File: config.mk
export PLATFORM = sky130hd
export DESIGN_NAME = alight_frame_ctrl_flat
export DESIGN_NICKNAME = d
export VERILOG_FILES = /design/src/rtl/alight_frame_ctrl_if.sv /design/src/rtl/alight_frame_ctrl.sv /design/src/flat_wrapper.sv
export SDC_FILE = /design/constraint.sdc
export NUM_CORES = 1
export LEC_CHECK = 0
export ABC_AREA = 1
export CORE_ASPECT_RATIO = 0.9
export CORE_MARGIN = 3
export CORE_UTILIZATION = 45
export CTS_CLUSTER_SIZE = 16
export DETAILED_ROUTE_END_ITERATION = 12
export PLACE_DENSITY = 0.73
export REMOVE_ABC_BUFFERS = 1
export SLEW_MARGIN = 20
export SYNTH_ARGS = -nofsm -noshare
export SYNTH_HDL_FRONTEND = slang
export SYNTH_SLANG_ARGS = --single-unit
File: constraint.sdc
create_clock -name clock -period 2.25 [get_ports clock]
set_clock_uncertainty 0.05 [all_clocks]
set_input_delay 0.45 -clock clock [delete_from_list [all_inputs] [get_ports clock]]
set_output_delay 0.45 -clock clock [all_outputs]
set_load 0.01 [all_outputs]
File: src/rtl/alight_frame_ctrl_if.sv
// Window bus between the atmospheric-light sequencer and the MIN9 dark-channel unit.
// The sequencer drives window enable and centre coordinates; MIN9 returns the window minimum.
interface alight_frame_ctrl_if #(
   parameter int IMG_W = 64,
   parameter int IMG_H = 64
);
   localparam int XW = $clog2(IMG_W);
   localparam int YW = $clog2(IMG_H);

   logic          win_valid;
   logic [XW-1:0] win_x;
   logic [YW-1:0] win_y;
   logic [7:0]    min_in;

   modport master (output win_valid, win_x, win_y, input  min_in);
   modport slave  (input  win_valid, win_x, win_y, output min_in);
endinterface

File: src/rtl/alight_frame_ctrl.sv
// Atmospheric-light sequencer: raster-walks interior 3x3 windows, keeps the max of MIN9 results, publishes A.
// Optional macro ALIGHT_COORD_EN: report the coordinates of the brightest window on max_x/max_y.
module alight_frame_ctrl #(
   parameter  int IMG_W   = 64,
   parameter  int IMG_H   = 64,
   parameter  int MIN_LAT = 2,
   parameter  int A_FLOOR = 180,
   localparam int XW      = $clog2(IMG_W),
   localparam int YW      = $clog2(IMG_H)
) (
   input  logic                clock,
   input  logic                reset,
   input  logic                start,
   input  logic                hold,
   alight_frame_ctrl_if.master min9,
   output logic                busy,
   output logic                done,
   output logic [7:0]          A,
   output logic                A_valid,
   output logic [XW-1:0]       max_x,
   output logic [YW-1:0]       max_y
);
   localparam int            DW     = (MIN_LAT > 1) ? $clog2(MIN_LAT) : 1;
   localparam logic [XW-1:0] X_LAST = XW'(IMG_W - 2);
   localparam logic [YW-1:0] Y_LAST = YW'(IMG_H - 2);
   localparam logic [7:0]    FLOOR  = 8'(A_FLOOR);

   typedef enum logic [1:0] {IDLE, ISSUE, DRAIN, DONE} state_t;

   state_t             state_q, state_d;
   logic [XW-1:0]      x_q;
   logic [YW-1:0]      y_q;
   logic [DW-1:0]      drain_q;
   logic [MIN_LAT-1:0] vpipe_q;
   logic [7:0]         run_max_q, max_d;
   logic               accept, issue, last_win, drain_last, tail, hit, publish;

   assign accept     = (state_q == IDLE) && start;
   assign issue      = (state_q == ISSUE) && !hold;
   assign last_win   = (x_q == X_LAST) && (y_q == Y_LAST);
   assign drain_last = (drain_q == DW'(MIN_LAT - 1));
   assign tail       = vpipe_q[MIN_LAT-1];
   assign hit        = tail && (min9.min_in > run_max_q);
   assign max_d      = hit ? min9.min_in : run_max_q;
   // The last result lands in the final DRAIN cycle, so A is captured from the merged max on the way into DONE.
   assign publish    = (state_q == DRAIN) && drain_last;

   assign min9.win_valid = issue;
   assign min9.win_x     = x_q;
   assign min9.win_y     = y_q;
   assign busy           = (state_q == ISSUE) || (state_q == DRAIN);
   assign done           = (state_q == DONE);

   // NOTE: clocked state uses non-blocking assignments so every register samples pre-edge values.
   always_ff @(posedge clock or posedge reset) begin
      if (reset) state_q <= IDLE;
      else       state_q <= state_d;
   end

   // NOTE: state_d gets a default before the case so no path leaves it unassigned (no latch).
   always_comb begin
      state_d = state_q;
      case (state_q)
         IDLE:    if (start) state_d = ISSUE;
         ISSUE:   if (issue && last_win) state_d = DRAIN;
         DRAIN:   if (drain_last) state_d = DONE;
         DONE:    state_d = IDLE;
         default: state_d = IDLE;
      endcase
   end

   always_ff @(posedge clock or posedge reset) begin
      if (reset) begin
         x_q       <= '0;
         y_q       <= '0;
         drain_q   <= '0;
         vpipe_q   <= '0;
         run_max_q <= FLOOR;
         A         <= FLOOR;
         A_valid   <= 1'b0;
      end else begin
         if (accept) begin
            x_q <= XW'(1);
            y_q <= YW'(1);
         end else if (issue && !last_win) begin
            if (x_q == X_LAST) begin
               x_q <= XW'(1);
               y_q <= y_q + YW'(1);
            end else begin
               x_q <= x_q + XW'(1);
            end
         end

         drain_q <= (state_q == DRAIN) ? drain_q + DW'(1) : '0;

         for (int i = MIN_LAT - 1; i > 0; i--) vpipe_q[i] <= vpipe_q[i-1];
         vpipe_q[0] <= issue;

         run_max_q <= accept ? FLOOR : max_d;

         if (publish) begin
            A       <= max_d;
            A_valid <= 1'b1;
         end
      end
   end

`ifdef ALIGHT_COORD_EN
   logic [XW-1:0] xpipe_q [MIN_LAT];
   logic [YW-1:0] ypipe_q [MIN_LAT];
   logic [XW-1:0] best_x_q, best_x_d;
   logic [YW-1:0] best_y_q, best_y_d;

   // NOTE: the coordinate pipe is pure data qualified by vpipe_q, so it carries no reset.
   always_ff @(posedge clock) begin
      for (int i = MIN_LAT - 1; i > 0; i--) begin
         xpipe_q[i] <= xpipe_q[i-1];
         ypipe_q[i] <= ypipe_q[i-1];
      end
      xpipe_q[0] <= x_q;
      ypipe_q[0] <= y_q;
   end

   assign best_x_d = hit ? xpipe_q[MIN_LAT-1] : best_x_q;
   assign best_y_d = hit ? ypipe_q[MIN_LAT-1] : best_y_q;

   always_ff @(posedge clock or posedge reset) begin
      if (reset) begin
         best_x_q <= '0;
         best_y_q <= '0;
         max_x    <= '0;
         max_y    <= '0;
      end else begin
         best_x_q <= accept ? '0 : best_x_d;
         best_y_q <= accept ? '0 : best_y_d;
         if (publish) begin
            max_x <= best_x_d;
            max_y <= best_y_d;
         end
      end
   end
`else
   assign max_x = '0;
   assign max_y = '0;
`endif

endmodule

File: src/flat_wrapper.sv
// flat-port wrapper written by rule: the top's interface ports become plain ports
module alight_frame_ctrl_flat 
#(
   parameter  int IMG_W   = 64,
   parameter  int IMG_H   = 64,
   parameter  int MIN_LAT = 2,
   parameter  int A_FLOOR = 180,
   localparam int XW      = $clog2(IMG_W),
   localparam int YW      = $clog2(IMG_H)
)
  (clock, reset, start, hold, busy, done, A, A_valid, max_x, max_y, min9_win_valid, min9_win_x, min9_win_y, min9_min_in);
  alight_frame_ctrl_if #(.IMG_W(IMG_W), .IMG_H(IMG_H)) min9_i ();
  input  logic clock;
  input  logic reset;
  input  logic start;
  input  logic hold;
  output logic busy;
  output logic done;
  output logic [7:0] A;
  output logic A_valid;
  output logic [XW-1:0] max_x;
  output logic [YW-1:0] max_y;
  output wire logic [$bits(min9_i.win_valid)-1:0] min9_win_valid;
  output wire logic [$bits(min9_i.win_x)-1:0] min9_win_x;
  output wire logic [$bits(min9_i.win_y)-1:0] min9_win_y;
  input wire logic [$bits(min9_i.min_in)-1:0] min9_min_in;
  assign min9_win_valid = min9_i.win_valid;
  assign min9_win_x = min9_i.win_x;
  assign min9_win_y = min9_i.win_y;
  assign min9_i.min_in = min9_min_in;
  alight_frame_ctrl #(.IMG_W(IMG_W), .IMG_H(IMG_H), .MIN_LAT(MIN_LAT), .A_FLOOR(A_FLOOR)) u_core (.clock(clock), .reset(reset), .start(start), .hold(hold), .min9(min9_i), .busy(busy), .done(done), .A(A), .A_valid(A_valid), .max_x(max_x), .max_y(max_y));
endmodule
==> impl_results.md <==
- Run status: finished clean
- CTS tree: built
- FFs w/ async S/R, synth: 100%
- Critical Path AT: 1.61 ns
- Routability cong.: 0.890
- Crit path cell chain: inv_1, ha_1, clkdlybuf4s50_1
- Die ar.: 5480 um^2
- Total Routing Usage GR: 15.8%
- Number of routed nets with antenna violations: 0
- Setup TNS: 0 ns
- Maximum clock path buffer count: 2
- Layout cells sized above 1: 13.7%
- Starting Density: 48.8%
- Routed length on met3: 192 um
- Ys Warns: 0
- Fin crit share: 93.7%
- Port Buffer Count: 35
- Clk sinks: 34
- # DRC: 0
- Final Hold Fails: 0
- Fmax: 0.474 GHz
- Root Buffer: clkbuf_8
- Largest net degree at the start of global routing: 35
- P_leak: 1.33 nW
- Synth cell types: 31
- Nets: 327
- Peak VDD IR: 0.560 mV
- Crit-path max FO: 4
- Dominant synthesized flop cell: dfrtp_1
- Metal-1 WL: 1970 um
- Core Box Area: 4270 um^2
- Switching part of the total: 39.5%
- Die Y: 70.6 um
- Number of global-route vias before repair: 1518
- Via density: 4.55
- Starting DRT DRC Count: 91
- ANT cells: 0
- Final setup viols: 0
- Pwr Density: 1120 nW/um^2
- Initial antenna violation count: 0
- Number of synthesized register bits: 34
- Highest metal used: met4
- Num rows: 22
- Sw Pwr: 1.13 mW
- Synthesized cell area: 2080 um^2
- TritonCTS Buffers: 5
- Crit. End Element: output pin
- Clock Power Share: 16.1%
- Dpl ws: 0.0757 ns
- Unrepaired setup endpoints after global routing: false
- DR pass1 iterations: 4
- Final wirelength: 3940 um
- Overflow after GRT: 0
- First-pass GRT wire length: 6820 um
- Worst setup path class: reg2out
- Routed via count: 1633
- Fillcell total: 410
- Crit start category: flip-flop
- Internal cell power: 1.74 mW
- DP HPWL: 3020 um
- Sequential share of power: 35.8%
- Slew Viols, Final: 0
- Delay of the slowest critical-path stage: 0.53 ns
- Reg clk slew, reported paths: 0.06 ns
- Max Cap Viol: 0
- Min-delay worst type: reg2reg
- I/O Pins: 48
- Post-Synthesis Cells: 256
- Drt wl/cell: 11.0 um
- Met2 Routed Length: 1720 um
- Logic pwr share: 48.1%
- Syn-to-layout area delta: 23.1%
- CP required: 1.75 ns
- Chip width: 77.7 um
- Crit-path slowest cell: clkdlybuf4s50_1
- Post-synthesis sequential area ratio: 41.3%
- Tmin final: 2.11 ns
- Avg Inst Size Synth: 8.14 um^2
- Htree depth: 2
- Worst skew pair latency: 0.29 ns
- Number of synthesized flops with an enable pin: 0
- Worst setup margin: 0.142 ns
## logic make-up (layout without fill, tap and decap cells)
| kind of cell | after synthesis | after routing | share of synthesized area [%] |
|---|---|---|---|
| and+or+nand+nor | 129 | 129 | 28.5 |
| xor gates and xnor gates | 4 | 4 | 1.68 |
| other | 1 | 12 | 0.180 |
| DFF | 34 | 34 | 41.3 |
| adders and majority gates | 17 | 17 | 10.2 |
| buffers and inverters | 52 | 84 | 11.7 |
| AOI/OAI and AO/OA | 19 | 19 | 6.37 |
## synthesized netlist by cell type (2+ instances only)
cell / number / share of area (%)
a21oi_1: 6 / 1.4
buf_4: 12 / 4.3
dfrtp_1: 26 / 31
dfstp_2: 8 / 10
ha_1: 17 / 10
inv_1: 35 / 6.3
inv_2: 2 / 0.36
nand2_1: 70 / 13
nand2_2: 5 / 1.5
nand2_4: 4 / 2.2
nand3_1: 22 / 5.3
nor2_1: 16 / 2.9
nor2_2: 2 / 0.60
nor2_4: 2 / 1.1
nor3_1: 3 / 0.72
o21ai_0: 4 / 0.96
o21ai_1: 2 / 0.48
o21ai_2: 2 / 0.84
o22ai_1: 2 / 0.60
or2_2: 3 / 0.90
xnor2_1: 2 / 0.84
xor2_1: 2 / 0.84
## timing repair
item / 4_1_cts / 5_1_grt
hold buffers: 0 / 0
setup buffers: 0 / 0
gates resized for setup: 0 / 1
setup endpoints to repair: 0 / 1
## sequential cells by signal (all words and copies together), names as in the netlist
name               count
u_core.A_valid         1
u_core.run_max_q       8
u_core.min9.win_x      6
u_core.A               8
u_core.vpipe_q         2
u_core.state_q         2
u_core.min9.win_y      6
u_core.drain_last      1
## power groups by stage
| stage | registers, mW | logic, mW | clock network, mW |
|---|---|---|---|
| floorplan | 1.07 | 0.841 | 0 |
| global placement | 1.03 | 1.36 | 0 |
| detailed placement | 1.03 | 1.40 | 0 |
| CTS | 1.03 | 1.41 | 0.480 |
| global route | 1.05 | 1.58 | 0.504 |
| finish | 1.03 | 1.38 | 0.463 |
## worst paths after layout
path                                startpoint  slack (ns)  cells past startpoint              endpoint
min                          u_core.vpipe_q[0]        0.31                      0     u_core.vpipe_q[1]
max in group asynchronous                reset        1.32                      3   u_core.run_max_q[5]
max reg2reg                u_core.run_max_q[7]        0.41                      9           u_core.A[6]
max                          u_core.state_q[0]        0.14                      3                  busy
min reg2reg                  u_core.vpipe_q[0]        0.31                      0     u_core.vpipe_q[1]
min in group asynchronous                reset        0.49                      3  u_core.min9.win_y[3]
## layer usage
metal | up-vias | GRT usage [%]
li1 | 854 | -
met1 | 739 | 21.3
met2 | 34 | 23.9
met3 | 6 | 5.34
met4 | 0 | 5.34
met5 | - | 0
## layout by cell type, fill, tap and decap left out, types with 3 or more instances in the layout
cell,synthesis,layout
nand3_1,22,22
nand2_2,5,5
nand2_1,70,70
nand2_4,4,4
o21ai_0,4,4
nor2_1,16,16
dfrtp_1,26,26
conb_1,1,12
a21oi_1,6,6
nor3_1,3,3
clkdlybuf4s50_1,0,34
clkbuf_8,0,6
or2_2,3,3
dfstp_2,8,8
inv_1,35,35
ha_1,17,17
## worst max-delay path: cells and delay by family (launching register included)
family / cells / cell delay (ns)
buf+inv: 2 / 0.63
flops: 1 / 0.39
fa+ha+maj: 1 / 0.30
## area by class of cell
| class | instances | area [um^2] | share of cell area [%] |
|---|---|---|---|
| clock buffers | 7 | 86.3 | 3.37 |
| repair buffers | 37 | 368 | 14.3 |
| flip-flops and latches | 34 | 861 | 33.6 |
| well taps | 60 | 75.1 | 2.93 |
| multi-input cells | 181 | 1020 | 39.8 |
| clock inverters | 1 | 5.00 | 0.195 |
| inverters | 39 | 149 | 5.81 |
## stage by stage
step	instance area [um^2]	instances	hold WS (ns)	util [%]	total power, mW
after detailed placement	2470	351	0.289	57.9	2.43
final	2560	359	0.309	60.1	2.87
after floorplan	2030	254	0.281	-	1.91
after CTS	2560	359	0.299	60.0	2.91
after global routing	2560	359	0.304	60.1	3.14
after global placement	2470	351	0.283	57.9	2.39
Note: power is estimated with default switching activity, not from simulation.
==> RTL change, RTL diff (same flow settings) <==
Register the outputs `busy` and `done`; this adds one clock of latency there. The other outputs are not delayed to match.
--- a/src/rtl/alight_frame_ctrl.sv
+++ b/src/rtl/alight_frame_ctrl.sv
@@ -49,6 +49,8 @@
    assign min9.win_x     = x_q;
    assign min9.win_y     = y_q;
-   assign busy           = (state_q == ISSUE) || (state_q == DRAIN);
-   assign done           = (state_q == DONE);
+   always_ff @(posedge clock) begin
+      busy <= (state_q == ISSUE) || (state_q == DRAIN);
+      done <= (state_q == DONE);
+   end
 
    // NOTE: clocked state uses non-blocking assignments so every register samples pre-edge values.
Function: changed (Yosys sat finds a counterexample within 4 cycles, from zero or initial values and one cycle with reset high).
==> RTL change against the original RTL <==
  * Sequential share of layout area up 0.99 points
  * Design area up 1.7%
  * Via count up 1.1%
  * Die area up 1.0%
  * Cell count up 1.7%
  * Total power up 1.5%
  * Worst setup slack better by 0.11 ns
  * Synthesized area up 1.1%
  * Largest power group unchanged
  * Wire length up 5.1%
  * Sequential cell count up 2
==> RTL change: results (changes against the original RTL) <==
outcome: "complete, no violations"
antenna_found_initial: 0  # unchanged
synth.area.top_cells: "dfrtp_1 31%, nand2_1 13%, ha_1 10%"
netlist_top_cells_count: "74 x nand2_1, 35 x inv_1, 26 x dfrtp_1, 23 x nand3_1, 17 x ha_1"
synth_cells: 258  # +0.78%
place.gp.congestion: 0.8144  # -8.5%
numCtsBuffers: 5  # unchanged
ys_warn_count: 0  # unchanged
yosysTopAreaCell: "dfrtp_1"
switchingPower_mw: 1.114  # -1.8%
num_vias: 1651  # +1.1%
synthMuxAreaShare: 0  # unchanged
htreeDepth: 2  # unchanged
dr.pass1.iters: 4  # unchanged
grt_pass1_vias: 1629  # +7.3%
hold_path.class: "reg -> reg"
reg2reg_depth: 9  # unchanged
worstPathArrival_ns: 1.50  # -0.11 ns
leakagePower_nw: 1.356  # +1.7%
cts_resized: 1  # +1
n_antenna_cell: 0  # unchanged
place_inst: 357  # +1.7%
grt_usage: 0.1679  # +0.01009
synth_xor_area_frac: 0.02078  # +0.003967
drt_iter0_drc: 127  # +40%
routed_wl_mm: 4.145  # +5.1%
place_hpwl_mm: 3.145  # +4.1%
avgViaCountPerCell: 4.523  # -0.56%
seq_area_frac_synth: 0.4276  # +0.01434
synth_fa_ha_area_frac: 0.1010  # -0.001152
cts_root_buf: "clkbuf_8"
grt_max_degree: 35  # unchanged
ctsLongestPathBuffers: 2  # unchanged
reg.largest.list: "u_core.A (8), u_core.run_max_q (8)"
peakVddDrop_v: 0.0006387  # +14%
fin_nets: 333  # +1.8%
cts_setup_buffers: 0  # unchanged
clk_pin_slew_ns: 0.07
min_path_cells: 0  # unchanged
synthArstFlopShare: 0.9444  # -0.05556
dp_worst_setup_slack_ns: 0.03155  # -0.04411 ns
clkLatencyLatePin_ns: 0.29  # about the same
placed_cell_area_mm2: 0.002517  # +1.9%
synth_compound_area_frac: 0.04394  # -0.01972
drive_above_1_share: 0.1311  # -0.005976
ys_types: 28  # -9.7%
grt_pass1_wl_mm: 7.424  # +8.8%
[RTL change: cell families (layout without fill, tap and decap cells)]
| kind of cell | after synthesis | in the layout |
|---|---|---|
| flops | 36 | 36 |
| fa+ha+maj | 17 | 17 |
| simple gates | 133 | 133 |
| compound gates | 16 | 16 |
| other cells | 1 | 12 |
| buf+inv | 50 | 86 |
| xor+xnor | 5 | 5 |
[RTL change: final timing paths]
check                                        to  slack [ns]                start
hold / removal                u_core.vpipe_q[1]        0.31    u_core.vpipe_q[0]
setup / recovery                 min9_win_valid        0.25    u_core.state_q[1]
hold reg to reg               u_core.vpipe_q[1]        0.31    u_core.vpipe_q[0]
min in group asynchronous  u_core.min9.win_x[5]        0.50                reset
max in group asynchronous           u_core.A[2]        1.32                reset
setup reg to reg                    u_core.A[6]        0.40  u_core.run_max_q[7]
[RTL change: critical path: stages, from the launching register on]
cell and delay [ns]:
dfrtp_1 0.42, inv_1 0.12, ha_1 0.18, inv_1 0.04, nor2_1 0.15, dlygate4sd2_1 0.30
[RTL change: per-layer routing]
metal | vias to the layer above | part of all wire | GRT usage
met5 | - | 0 | 0
li1 | 870 | - | -
met3 | 2 | 0.061 | 0.06107
met1 | 735 | 0.49 | 0.2288
met4 | 0 | 0.0039 | 0.05437
met2 | 44 | 0.44 | 0.2490
[RTL change: layout make-up]
class,instances,area [um^2]
Fill cell,400,1688
Inverter,36,135.1
Clock buffer,8,90.09
Tap cell,60,75.07
Multi-Input combinational cell,183,1003
Timing Repair Buffer,42,401.6
Sequential cell,36,900.9
[RTL change: per-stage QoR]
step / hold slack, ns / power (mW)
finish: 0.3120 / 2.913
global route: 0.3391 / 3.207
CTS: 0.3141 / 2.942
detailed placement: 0.2918 / 2.464
global placement: 0.2825 / 2.425
floorplan: 0.2812 / 1.884
[RTL change: power by group through the flow]
stage	Combinational (mW)	Sequential (mW)	Clock, mW
finish	1.33	1.11	0.472
global route	1.55	1.16	0.504
CTS	1.35	1.11	0.483
detailed placement	1.34	1.12	0
global placement	1.31	1.12	0
floorplan	0.721	1.16	0
